--- config.mk ---
export PLATFORM = sky130hd
export DESIGN_NAME = multi_cycle_controller
export DESIGN_NICKNAME = d
export VERILOG_FILES = /design/src/rtl/multi_cycle_controller.sv
export SDC_FILE = /design/constraint.sdc
export NUM_CORES = 1
export LEC_CHECK = 0
export ABC_AREA = 1
export BUFFER_PORTS_ARGS = -buffer_cell sky130_fd_sc_hd__buf_2
export CAP_MARGIN = 0
export CORE_AREA = 3 3 72 74
export CTS_CLUSTER_DIAMETER = 40
export CTS_CLUSTER_SIZE = 25
export DETAILED_ROUTE_END_ITERATION = 16
export DIE_AREA = 0 0 75 77
export GPL_TIMING_DRIVEN = 0
export HOLD_SLACK_MARGIN = 0.05
export PLACE_DENSITY = 0.71
export SETUP_SLACK_MARGIN = 0.02
export SLEW_MARGIN = 20
export SYNTH_ARGS = -nofsm -noshare
export SYNTH_HDL_FRONTEND = slang
export SYNTH_SLANG_ARGS = --single-unit
--- constraint.sdc ---
create_clock -name clk -period 1.7 [get_ports clk]
set_clock_uncertainty 0.1 [all_clocks]
set_input_delay 0.34 -clock clk [delete_from_list [all_inputs] [get_ports clk]]
set_output_delay 0.34 -clock clk [all_outputs]
set_load 0.01 [all_outputs]
--- src/rtl/multi_cycle_controller.sv ---
// Multi-cycle FETCH/DECODE/EXEC/MEM/WB control sequencer for the MIPS-subset core.
// Define MCC_ILLEGAL_TRAP_EN to trap on illegal opcodes; otherwise they retire as NOPs.
module multi_cycle_controller #(
    parameter int unsigned CNT_W = 16
) (
    input  logic             clk,
    input  logic             reset,
    input  logic [31:0]      instr,
    input  logic             mem_ready,
    output logic             ir_load,
    output logic             pc_en,
    output logic             branch,
    output logic             jump,
    output logic             jump_reg,
    output logic             reg_write,
    output logic             reg_dst,
    output logic             alu_src,
    output logic             mem_to_reg,
    output logic [2:0]       alu_op,
    output logic             mem_read,
    output logic             mem_write,
    output logic             illegal,
    output logic [2:0]       state,
    output logic [CNT_W-1:0] retired
);

    typedef enum logic [2:0] {
        StFetch  = 3'd0,
        StDecode = 3'd1,
        StExec   = 3'd2,
        StMem    = 3'd3,
        StWb     = 3'd4,
        StTrap   = 3'd5
    } state_e;

    state_e     state_q;
    logic [5:0] opcode_q;
    logic [5:0] funct_q;
`ifdef MCC_ILLEGAL_TRAP_EN
    logic       illegal_q;
`endif

    logic is_rtype, is_add, is_sub, is_slt, is_jr;
    logic is_lw, is_sw, is_j, is_bltz, is_alu;
    logic unused_instr;

    // Only opcode and funct fields steer control.
    assign unused_instr = ^instr[25:6];

    assign is_rtype = (opcode_q == 6'b000000);
    assign is_add   = is_rtype && (funct_q == 6'b100000);
    assign is_sub   = is_rtype && (funct_q == 6'b100010);
    assign is_slt   = is_rtype && (funct_q == 6'b101010);
    assign is_jr    = is_rtype && (funct_q == 6'b001000);
    assign is_alu   = is_add || is_sub || is_slt;
    assign is_lw    = (opcode_q == 6'b100011);
    assign is_sw    = (opcode_q == 6'b101011);
    assign is_j     = (opcode_q == 6'b000010);
    assign is_bltz  = (opcode_q == 6'b000001);

    always_ff @(posedge clk or negedge reset) begin
        if (!reset) begin
            state_q   <= StFetch;
            opcode_q  <= '0;
            funct_q   <= '0;
            retired   <= '0;
`ifdef MCC_ILLEGAL_TRAP_EN
            illegal_q <= 1'b0;
`endif
        end else begin
            if (pc_en) begin
                retired <= retired + CNT_W'(1);
            end
            case (state_q)
                StFetch: begin
                    opcode_q <= instr[31:26];
                    funct_q  <= instr[5:0];
                    state_q  <= StDecode;
                end
                StDecode: begin
                    if (is_j || is_jr || is_bltz) begin
                        state_q <= StFetch;
                    end else if (is_alu || is_lw || is_sw) begin
                        state_q <= StExec;
                    end else begin
`ifdef MCC_ILLEGAL_TRAP_EN
                        state_q   <= StTrap;
                        illegal_q <= 1'b1;
`else
                        state_q   <= StFetch;
`endif
                    end
                end
                StExec:  state_q <= is_alu ? StWb : StMem;
                StMem: begin
                    if (mem_ready) begin
                        state_q <= is_lw ? StWb : StFetch;
                    end
                end
                StWb:    state_q <= StFetch;
                StTrap:  state_q <= StTrap;
                default: state_q <= StFetch;
            endcase
        end
    end

`ifdef MCC_ILLEGAL_TRAP_EN
    assign illegal = illegal_q;
`else
    assign illegal = 1'b0;
`endif

    assign state = state_q;

    always_comb begin
        ir_load    = 1'b0;
        pc_en      = 1'b0;
        branch     = 1'b0;
        jump       = 1'b0;
        jump_reg   = 1'b0;
        reg_write  = 1'b0;
        reg_dst    = 1'b0;
        alu_src    = 1'b0;
        mem_to_reg = 1'b0;
        alu_op     = 3'b000;
        mem_read   = 1'b0;
        mem_write  = 1'b0;
        case (state_q)
            StFetch: ir_load = 1'b1;
            StDecode: begin
                if (is_j) begin
                    jump  = 1'b1;
                    pc_en = 1'b1;
                end else if (is_jr) begin
                    jump_reg = 1'b1;
                    pc_en    = 1'b1;
                end else if (is_bltz) begin
                    branch = 1'b1;
                    pc_en  = 1'b1;
                end else if (!(is_alu || is_lw || is_sw)) begin
`ifndef MCC_ILLEGAL_TRAP_EN
                    pc_en = 1'b1;
`endif
                end
            end
            StExec: begin
                if (is_alu) begin
                    reg_dst = 1'b1;
                    alu_op  = is_sub ? 3'b001 : (is_slt ? 3'b010 : 3'b000);
                end else begin
                    alu_src = 1'b1;
                end
            end
            StMem: begin
                alu_src   = 1'b1;
                mem_read  = is_lw;
                mem_write = is_sw;
                // sw retires in the same cycle the memory accepts the write.
                pc_en     = is_sw && mem_ready;
            end
            StWb: begin
                reg_write  = 1'b1;
                pc_en      = 1'b1;
                mem_to_reg = is_lw;
                reg_dst    = is_alu;
            end
            default: ;
        endcase
    end

endmodule

==> results.json <==
{
  "pwr-share-clk": 0.135,
  "seqPwrFrac": 0.311,
  "fmax_mhz": 502,
  "numPortBuffers": 46,
  "dieWidth_microns": 75,
  "drtIter0Drc": 83,
  "root_buffer": "clkbuf_8",
  "fill_cells": 437,
  "worst_pin_slew_ns": 0.727,
  "drc": 0,
  "numCtsBuffers": 5,
  "cp.arrival_ns": 1.55,
  "synthMuxAreaShare": 0,
  "gp_congestion": 0.817,
  "area_delta_synth_final_pct": 41.5,
  "fin_ws_ns": -0.291,
  "diodes": 0,
  "core_area_sq_mm": 0.00466,
  "rsz0062_at_grt": "true",
  "grt_remaining_overflow": 0,
  "synth_compound_gate_area_share": 0.0342,
  "grt.total_usage": 0.178,
  "p_int_mw": 2.21,
  "drv_cap": 0,
  "syn_avg_cell_area_sq_um": 7.50,
  "antenna_found_initial": 0,
  "cp_top_family": "buffers and inverters",
  "detail_route.wl_per_cell_microns": 12.8,
  "fin_setup_tns_ns": -2.40,
  "regArea_sq_um": 779,
  "p_sw_frac": 0.442,
  "die_area_sq_mm": 0.00578,
  "synth_xor_area_frac": 0.0574,
  "synthSimpleGateAreaFrac": 0.387,
  "dp_cells": 345,
  "whs_ns": 0.160,
  "fin_nets": 353,
  "syn_area_sq_mm": 0.00183,
  "final_util": 0.556,
  "dpl_cell_area_sq_mm": 0.00213,
  "synth_top_cell_by_area": "dfrtp_1",
  "peakVddDrop_v": 0.000788,
  "critPathMaxStageDelay_ns": 0.39,
  "io_pins": 69,
  "htree_levels": 2,
  "die_h_microns": 77,
  "hpwl_mm": 3.11,
  "cp-start-kind": "flop",
  "cp_slowest_cell": "dfrtp_1",
  "tritoncts": "done",
  "cts_sinks": 31,
  "viasPerCell": 4.91,
  "setup_viol": 12,
  "min_period_over_period": 1.17,
  "routed-via-count": 1816,
  "rows": 25,
  "min_from": "instr[3]",
  "start_util": 0.393,
  "clockBufferDepth": 2,
  "ys_types": 30,
  "clock_latency_ns": 0.29,
  "crit_fanout": 4,
  "grt_pass1_vias": 1772,
  "grt_max_degree": 32,
  "worstRegToRegCells": 10,
  "synth_top_area_frac": 0.424,
  "grt_pass1_wl_mm": 8.05,
  "power_switching_mw": 1.75,
  "worstReg2RegStart": "opcode_q[5]$_DFFE_PN0P_",
  "synth-seq-area-share": 0.424,
  "wirelength_mm": 4.74,
  "multi_input_area_sq_mm": 0.00107,
  "yosys-top-cells-area": "dfrtp_1 (42%), nand2_1 (16%), nand3_1 (7.9%)",
  "yosys_warnings": 0,
  "ant_nets": 0,
  "synth_most_common_cell": "nand2_1",
  "cp-end-kind": "primary output",
  "cp_cell_sequence": "inv_2 -> nand3_2 -> nor2_4 -> nand2_2 -> buf_6 -> a21oi_2 -> buf_2",
  "violations": "negative setup slack",
  "post-route-min-period_ns": 1.99,
  "crit_start": "opcode_q[3]$_DFFE_PN0P_",
  "synth_edf_count": 0,
  "crit_required_ns": 1.26,
  "drv_slew": 0,
  "synth_seq_cells": 31,
  "crit_type": "flop to primary output",
  "yosys-top-cells-count": "nand2_1 (76), dfrtp_1 (31), nand3_1 (29)",
  "finalHoldViolCount": 0,
  "syn_inst": 244,
  "slew_headroom": 0.516,
  "synth_top_family_by_area": "simple AND/OR/NAND/NOR gates",
  "hold_class": "input port to flop",
  "final_cells": 370,
  "p_per_area_mw_per_mm2": 1530,
  "cts.clk_slew.worst_paths_ns": 0.06,
  "layout-drive-gt1-share": 0.402,
  "outcome": "finished, violations left",
  "cellLeakagePower_nw": 1.35,
  "synth_fa_ha_area_frac": 0.00684,
  "dr.pass1.iters": 4,
  "cp.depth": 7,
  "p_comb_frac": 0.554,
  "path_buf_inv": 3,
  "fin_area_sq_mm": 0.00259,
  "whs_path_depth": 3,
  "synthFlopType": "dfrtp_1",
  "ys_async_sr_fraction": 1.00
}
==> cell type report <==
type	instances	area share
buffer	5	0.0164
clock buffer	6	0.0280
inverter	28	0.0425
multi-input combinational	179	0.413
sequential	31	0.301
tap	54	0.0261
timing repair buffer	67	0.173
==> cell usage in the layout (no fill, tap or decap), types with 2 or more instances in the layout <==
master	netlist	final
nor3_4	1	3
nand3_2	2	7
buf_6	0	12
conb_1	1	2
xor2_1	6	6
nor2_1	23	17
buf_8	1	2
buf_2	2	45
nand2_2	3	5
nor3_1	5	2
dfrtp_2	0	3
clkbuf_8	0	5
xnor2_1	6	6
nand2_4	0	2
inv_1	25	17
dfrtp_1	31	28
o21ai_0	9	9
buf_4	4	12
nand3_4	1	3
nand3_1	29	22
nand4_1	3	3
nor2_2	3	4
nor2_4	0	5
inv_2	2	10
nand2_1	76	72
nor3_2	1	2
nor4_4	0	2
==> kinds of logic after synthesis <==
| group | Yosys count |
|---|---|
| xor gates and xnor gates | 12 |
| adders and majority gates | 1 |
| and+or+nand+nor | 152 |
| buffers and inverters | 35 |
| DFF | 31 |
| AOI/OAI and AO/OA | 12 |
| other | 1 |
==> registers in the layout, indices dropped and copies added (netlist names) <==
| signal | flops |
|---|---|
| funct_q | 6 |
| opcode_q | 6 |
| retired | 16 |
| state | 3 |
==> final timing paths <==
| path | to | slack, ns |
|---|---|---|
| min in group asynchronous | retired[4]$_DFFE_PN0P_ | 0.54 |
| worst max register to register | retired[6]$_DFFE_PN0P_ | 0.06 |
| worst min register to register | funct_q[4]$_DFFE_PN0P_ | 0.44 |
| worst min-delay path | funct_q[3]$_DFFE_PN0P_ | 0.16 |
| worst max-delay path | reg_dst | -0.29 |
| max in group asynchronous | state[1]$_DFFE_PN0P_ | 0.44 |
==> power by group through the flow <==
stage | Sequential [mW] | Clock, mW | Combinational [mW]
2_1_floorplan | 1.19 | 0 | 1.01
3_3_place_gp | 1.18 | 0 | 1.41
3_5_place_dp | 1.19 | 0 | 1.44
4_1_cts | 1.20 | 0.547 | 1.95
5_1_grt | 1.26 | 0.582 | 2.42
6_report | 1.23 | 0.537 | 2.20
==> timing repair <==
action,in CTS,in global routing
resized for setup,37,30
setup endpoints to repair,13,28
setup buffers,18,2
endpoints found under the hold margin,31,0
pin swaps,10,8
hold buffers,1,0
==> metrics by stage <==
step                      power, mW  setup WS (ns)
final                          3.97         -0.291
after global routing           4.27         -0.379
after CTS                      3.70         -0.234
after detailed placement       2.63         -0.182
after floorplan                2.20         0.0613
after global placement         2.59         -0.167
==> metal layers <==
layer | vias to the layer above | global-route usage | wire length, microns
li1 | 906 | - | -
met1 | 848 | 0.220 | 1960
met2 | 55 | 0.289 | 2390
met3 | 7 | 0.0616 | 328
met4 | 0 | 0.0463 | 61
met5 | - | 0 | 0
==> worst reg2reg max path, stage by stage, from the launching register on <==
cell and delay, ns:
dfrtp_1 0.38, buf_4 0.13, buf_6 0.09, nand3_4 0.10, nor2_4 0.15, nand3_2 0.10
nand2_2 0.10, inv_6 0.06, buf_4 0.18, nand3_1 0.09, nand2_1 0.05
No activity file was read; power rests on OpenSTA's default activity.
